<file path="src/rtl/wb_burst_master.sv">
// Wishbone B3 burst master: takes single/burst commands, buffers write data,
// runs classic or incrementing-burst cycles and aborts cycles that are never acknowledged.
module wb_burst_master #(
  parameter int DW        = 32,
  parameter int AW        = 26,
  parameter int MAX_BURST = 8,
  parameter int TIMEOUT   = 255,
  localparam int LW       = $clog2(MAX_BURST) + 1
) (
  input  logic            wb_clk_i,
  input  logic            wb_rst_i,
  input  logic            cmd_valid,
  output logic            cmd_ready,
  input  logic            cmd_we,
  input  logic [AW-1:0]   cmd_addr,
  input  logic [LW-1:0]   cmd_len,
  input  logic [DW/8-1:0] cmd_sel,
  input  logic            wdata_valid,
  output logic            wdata_ready,
  input  logic [DW-1:0]   wdata,
  output logic            rdata_valid,
  output logic [DW-1:0]   rdata,
  output logic            rdata_last,
  output logic            wb_cyc_o,
  output logic            wb_stb_o,
  output logic            wb_we_o,
  output logic [AW-1:0]   wb_addr_o,
  output logic [DW-1:0]   wb_dat_o,
  output logic [DW/8-1:0] wb_sel_o,
  output logic [2:0]      wb_cti_o,
  input  logic            wb_ack_i,
  input  logic [DW-1:0]   wb_dat_i,
  output logic            busy,
  output logic            timeout_err
);
  // state | meaning
  // IDLE  | waiting for a command, cmd_ready high
  // WFILL | collecting write words into the buffer
  // BUS   | Wishbone cycle in progress, watchdog running
  typedef enum logic [1:0] {S_IDLE, S_WFILL, S_BUS} state_t;

  localparam int PW  = $clog2(MAX_BURST);
  localparam int WDW = $clog2(TIMEOUT + 1);
  localparam logic [LW-1:0]  MAX_LEN = LW'(MAX_BURST);
  localparam logic [WDW-1:0] WD_LOAD = WDW'(TIMEOUT - 1);
  localparam logic [AW-1:0]  STEP    = AW'(DW / 8);
  localparam logic [2:0] CTI_CLASSIC = 3'b000;
  localparam logic [2:0] CTI_INCR    = 3'b010;
  localparam logic [2:0] CTI_EOB     = 3'b111;

  state_t state_q, state_d;
  logic cyc_q, cyc_d, stb_q, stb_d, we_q, we_d;
  logic [AW-1:0] addr_q, addr_d;
  logic [DW-1:0] dat_o_q, dat_o_d, rdata_q, rdata_d;
  logic [DW/8-1:0] sel_q, sel_d;
  logic [2:0] cti_q, cti_d;
  logic cmd_ready_q, cmd_ready_d, wdata_ready_q, wdata_ready_d;
  logic rdata_valid_q, rdata_valid_d, rdata_last_q, rdata_last_d;
  logic busy_q, busy_d, terr_q, terr_d;
  logic [LW-1:0] len_q, len_d, left_q, left_d, wcnt_q, wcnt_d, len_n;
  logic [PW-1:0] rptr_q, rptr_d, rptr_nx;
  logic [WDW-1:0] wd_q, wd_d;
  logic [DW-1:0] mem_q [MAX_BURST];
  logic mem_we;

  assign rptr_nx = rptr_q + PW'(1);

  always_comb begin
    state_d = state_q;  cyc_d = cyc_q;  stb_d = stb_q;  we_d = we_q;
    addr_d = addr_q;  dat_o_d = dat_o_q;  sel_d = sel_q;  cti_d = cti_q;
    rdata_d = rdata_q;  rdata_valid_d = 1'b0;  rdata_last_d = 1'b0;
    terr_d = terr_q;  len_d = len_q;  left_d = left_q;  wcnt_d = wcnt_q;
    rptr_d = rptr_q;  wd_d = wd_q;  mem_we = 1'b0;
    len_n = cmd_len;
    if (cmd_len == '0) len_n = LW'(1);
    else if (cmd_len > MAX_LEN) len_n = MAX_LEN;

    case (state_q)
      S_IDLE: begin
        if (cmd_valid && cmd_ready_q) begin
          terr_d = 1'b0;  addr_d = cmd_addr;  sel_d = cmd_sel;
          len_d = len_n;  left_d = len_n;  wcnt_d = '0;  rptr_d = '0;  wd_d = WD_LOAD;
          if (cmd_we) begin
            state_d = S_WFILL;
          end else begin
            state_d = S_BUS;  cyc_d = 1'b1;  stb_d = 1'b1;  we_d = 1'b0;
            cti_d = (len_n == LW'(1)) ? CTI_CLASSIC : CTI_INCR;
          end
        end
      end
      S_WFILL: begin
        if (wdata_valid && wdata_ready_q) begin
          mem_we = 1'b1;
          wcnt_d = wcnt_q + LW'(1);
          if (wcnt_q + LW'(1) == len_q) begin
            // single-word writes bypass the buffer: word 0 is being stored on this edge
            state_d = S_BUS;  cyc_d = 1'b1;  stb_d = 1'b1;  we_d = 1'b1;
            cti_d = (len_q == LW'(1)) ? CTI_CLASSIC : CTI_INCR;
            dat_o_d = (len_q == LW'(1)) ? wdata : mem_q[0];
            rptr_d = '0;  wd_d = WD_LOAD;
          end
        end
      end
      S_BUS: begin
        if (wb_ack_i && stb_q) begin
          wd_d = WD_LOAD;
          if (!we_q) begin
            rdata_d = wb_dat_i;  rdata_valid_d = 1'b1;
          end
          if (left_q == LW'(1)) begin
            state_d = S_IDLE;  cyc_d = 1'b0;  stb_d = 1'b0;  we_d = 1'b0;  cti_d = '0;
            rdata_last_d = !we_q;  wcnt_d = '0;  rptr_d = '0;
          end else begin
            left_d = left_q - LW'(1);  addr_d = addr_q + STEP;
            rptr_d = rptr_nx;  dat_o_d = mem_q[rptr_nx];
            cti_d = (left_q == LW'(2)) ? CTI_EOB : CTI_INCR;
          end
        end else if (wd_q == '0) begin
          state_d = S_IDLE;  cyc_d = 1'b0;  stb_d = 1'b0;  we_d = 1'b0;  cti_d = '0;
          terr_d = 1'b1;  wcnt_d = '0;  rptr_d = '0;
        end else begin
          wd_d = wd_q - WDW'(1);
        end
      end
      default: state_d = S_IDLE;
    endcase

    cmd_ready_d   = (state_d == S_IDLE);
    wdata_ready_d = (state_d == S_WFILL);
    busy_d        = (state_d != S_IDLE);
  end

  always_ff @(posedge wb_clk_i) begin
    if (wb_rst_i) begin
      state_q <= S_IDLE;  cyc_q <= 1'b0;  stb_q <= 1'b0;  we_q <= 1'b0;
      addr_q <= '0;  dat_o_q <= '0;  sel_q <= '0;  cti_q <= '0;
      rdata_q <= '0;  rdata_valid_q <= 1'b0;  rdata_last_q <= 1'b0;
      cmd_ready_q <= 1'b1;  wdata_ready_q <= 1'b0;  busy_q <= 1'b0;  terr_q <= 1'b0;
      len_q <= '0;  left_q <= '0;  wcnt_q <= '0;  rptr_q <= '0;  wd_q <= '0;
    end else begin
      state_q <= state_d;  cyc_q <= cyc_d;  stb_q <= stb_d;  we_q <= we_d;
      addr_q <= addr_d;  dat_o_q <= dat_o_d;  sel_q <= sel_d;  cti_q <= cti_d;
      rdata_q <= rdata_d;  rdata_valid_q <= rdata_valid_d;  rdata_last_q <= rdata_last_d;
      cmd_ready_q <= cmd_ready_d;  wdata_ready_q <= wdata_ready_d;
      busy_q <= busy_d;  terr_q <= terr_d;
      len_q <= len_d;  left_q <= left_d;  wcnt_q <= wcnt_d;  rptr_q <= rptr_d;  wd_q <= wd_d;
    end
  end

  always_ff @(posedge wb_clk_i) begin
    if (mem_we) mem_q[wcnt_q[PW-1:0]] <= wdata;
  end

  assign cmd_ready   = cmd_ready_q;
  assign wdata_ready = wdata_ready_q;
  assign rdata_valid = rdata_valid_q;
  assign rdata       = rdata_q;
  assign rdata_last  = rdata_last_q;
  assign wb_cyc_o    = cyc_q;
  assign wb_stb_o    = stb_q;
  assign wb_we_o     = we_q;
  assign wb_addr_o   = addr_q;
  assign wb_dat_o    = dat_o_q;
  assign wb_sel_o    = sel_q;
  assign wb_cti_o    = cti_q;
  assign busy        = busy_q;
  assign timeout_err = terr_q;
endmodule

</file>
<file path="config.mk">
export PLATFORM = sky130hd
export DESIGN_NAME = wb_burst_master
export DESIGN_NICKNAME = d
export VERILOG_FILES = /design/src/rtl/wb_burst_master.sv
export SDC_FILE = /design/constraint.sdc
export NUM_CORES = 1
export LEC_CHECK = 0
export CAP_MARGIN = 40
export CORE_MARGIN = 5
export CORE_UTILIZATION = 59
export DETAILED_ROUTE_END_ITERATION = 16
export PLACE_DENSITY = 0.91
export SETUP_SLACK_MARGIN = 0.3
export SYNTH_ARGS = -nofsm -noshare
export SYNTH_HDL_FRONTEND = slang
export SYNTH_SLANG_ARGS = --single-unit
</file>
<file path="constraint.sdc">
create_clock -name wb_clk_i -period 8.1 [get_ports wb_clk_i]
set_input_delay 1.215 -clock wb_clk_i [delete_from_list [all_inputs] [get_ports wb_clk_i]]
set_output_delay 1.215 -clock wb_clk_i [all_outputs]
set_load 0.05 [all_outputs]
</file>
==> out/metrics.csv <==
metric,value,unit
run status,completed,
Max-slew headroom,36.9,%
R2R Path Start,state_q[0],
RSZ-0062 raised after global routing,false,
number of max-cap violations,0,
Area contributors post-synth,"edfxtp_1 (48%), dfxtp_1 (16%), mux4_2 (9.0%)",
vias in the first global route,11800,
initial antenna violation count,1,
Root Buffer,clkbuf_16,
cell taking the most area after synthesis,edfxtp_1,
"antenna viol nets, final",0,
FP Rows,60,
Yosys reg bits,385,
CTS resizes,0,
R2R cell count,8,
Power Density,222,mW/mm^2
Main synth FF type,edfxtp_1,
WL met2,22600,um
GRT overflow,0,
Post-synth top cells,"edfxtp_1 (256), dfxtp_1 (129), nand2_1 (120), a21oi_1 (105), mux4_2 (64)",
CTS sink count,385,
final setup TNS,0,ps
"Setup violations, final",0,
Vias/cell,6.62,
worst hold endpoint,rdata[6],
CP Class,flip-flop to flip-flop,
Final #Nets,1502,
hpwl dp,25600,um
Die H,175,um
reg2reg setup slack,4660,ps
Iteration-0 DRC Markers,1494,
GP Congestion,0.894,
CTS Hold Bufs,0,
"Clk Latency, worst-skew pair",540,ps
Slew Limit Fails,0,
Overall Global Routing Usage,27.9,%
required time of the critical path,8530,ps
layout cells sized above 1,12.3,%
top-count cell post-synth,edfxtp_1,
Worst Hold Class,flip-flop to flip-flop,
Design Power,4350,uW
CTS tree,done,
Initial Utilization,59.6,%
largest net degree at the start of global routing,78,
Final Cycle Share,42.5,%
post-synth top area share,48.1,%
die footprint,0.0305,mm^2
family with the most delay on the worst path,simple AND/OR/NAND/NOR gates,
yosys warns,0,
Ports,210,
Avg Inst Size Synth,13.3,um^2
Max clock buf depth,3,
TritonCTS Buffers,39,
CP max stage cell,ha_4,
min Tclk post-route,3440,ps
wire length per cell,24.9,um
fill count,1623,
final hold violation count,0,
post-synthesis sequential area ratio,64.3,%
IO buf count,209,
async set or reset register ratio after synthesis,0,%
critical-path maximum fanout,68,
Buf/Inv on CP,2,
Mapped Cells,1202,
uppermost routed layer,met4,
Post-synth EDFFs,256,
1st-pass router iterations,6,
Worst Skew,20.0,ps
Hold Path Depth,2,
core area,0.0268,mm^2
DP Worst Slack,4180,ps
reg2reg end,wb_dat_o[18],
first-pass GRT wire length,66600,um
crit-path cells,"inv_1, ha_4, nand3_1, nor2_1, a21oi_4, buf_4, or4_1, a21oi_1",
Clock transition at path regs,60,ps
"slowest stage delay, CP",780,ps
crit start category,flip-flop,
DIE WIDTH,175,um
element type at the critical path end,flip-flop,
Vias,11600,
post-synthesis net count,1317,
residual DRC count,0,
Area Overhead vs Synth,22.8,%
P_leak,0.00619,uW
final setup margin,4660,ps
routed wire length,43900,um
H-tree depth,2,
Netlist Area Pre-Place,0.0160,mm^2
Max IR drop VDD,0.216,mV
Hold Crit Start,rdata[6],
Yosys cell types,71,
critical path data arrival time,3870,ps
Slew @ Worst Pin,946,ps
Achievable Freq,290,MHz
metal3 WL,4430,um
buffer count from post-CTS setup fixing,0,
Metal-1 WL,15500,um
[logic make-up (layout without fill, tap and decap cells)]
family | count (synthesis) | count (layout) | synth area share (%)
fa+ha+maj | 11 | 11 | 0.862
compound gates | 299 | 299 | 11.8
other cells | 0 | 1 | 0
flops | 385 | 385 | 64.3
xor+xnor | 7 | 7 | 0.478
simple gates | 330 | 330 | 10.7
mux | 67 | 67 | 9.22
buf+inv | 103 | 319 | 2.71
[worst max path at each step]
stage | start | slack [ps] | depth (start not counted) | end
3_3_place_gp | cmd_valid | 4300 | 6 | wb_addr_o[21]
5_1_grt | state_q[0] | 4480 | 8 | wb_dat_o[0]
2_1_floorplan | wdata_valid | 4020 | 2 | mem_q[0][0]
3_5_place_dp | cmd_valid | 4180 | 6 | wb_addr_o[21]
4_1_cts | cmd_valid | 4690 | 6 | wb_addr_o[21]
6_report | state_q[0] | 4660 | 8 | wb_dat_o[18]
[final cells by class]
type	instances	area (um^2)	area share, %
tap	341	427	2.17
timing repair buffer	231	2300	11.7
clock buffer	57	1090	5.58
inverter	16	60.1	0.306
sequential	385	10300	52.4
multi-input combinational	714	5350	27.2
clock inverter	15	118	0.599
antenna	1	2.50	0.0128
[power by group]
part	internal, uW	leakage (uW)	switching, uW
logic	164	0.00224	288
registers	2130	0.00335	48.1
clock network	977	0.000602	739
[sequential cells by signal, indices dropped and copies added, names as in the netlist, 2 cells and up]
name	count
left_q	4
wb_dat_o	32
wb_addr_o	26
wd_q	8
wb_cti_o	2
len_q	4
state_q	2
wb_sel_o	4
mem_q	256
wcnt_q	4
rptr_q	3
rdata	32
[routing by layer]
layer / up-vias / GRT usage (%)
met4: 0 / 10.3
met2: 784 / 49.1
met1: 5671 / 34.7
met5: - / 0
li1: 5060 / -
met3: 130 / 5.15
[cells in the final DEF, fill, tap and decap left out, types with 4 or more instances in the layout]
cell type	count
edfxtp_1	256
clkdlybuf4s50_1	208
dfxtp_1	128
nand2_1	119
a21oi_1	105
mux4_2	64
o21ai_0	48
nor2_1	41
clkbuf_16	40
a211oi_1	39
nor2b_1	36
o22ai_1	36
or4_1	33
nand3_1	20
buf_4	20
inv_1	16
clkbuf_1	14
nor3_1	11
nand4_1	10
clkinv_2	10
ha_1	9
and3_1	8
nor2_2	7
or3_1	7
o31ai_1	7
and4_1	7
nand2b_1	6
a311oi_1	6
a31oi_1	6
xnor2_1	5
o21ai_1	5
nor4_1	5
a41oi_1	5
a22oi_1	4
[worst register-to-register path, cell delays in order (launching register included)]
cell,delay [ps]
dfxtp_1,340
inv_1,120
ha_4,780
nand3_1,340
nor2_1,530
a21oi_4,30
buf_4,350
or4_1,600
a21oi_1,240
[per-stage QoR]
step                instances  util (%)  hold WS (ps)  cell area [um^2]
floorplan                1202         -           448             16000
global placement         1683      68.4           441             18300
detailed placement       1686      68.6           446             18400
CTS                      1758      73.2           456             19600
global route             1760      73.2           469             19600
finish                   1760      73.2           453             19600
Note: power is estimated with default switching activity, not from simulation.
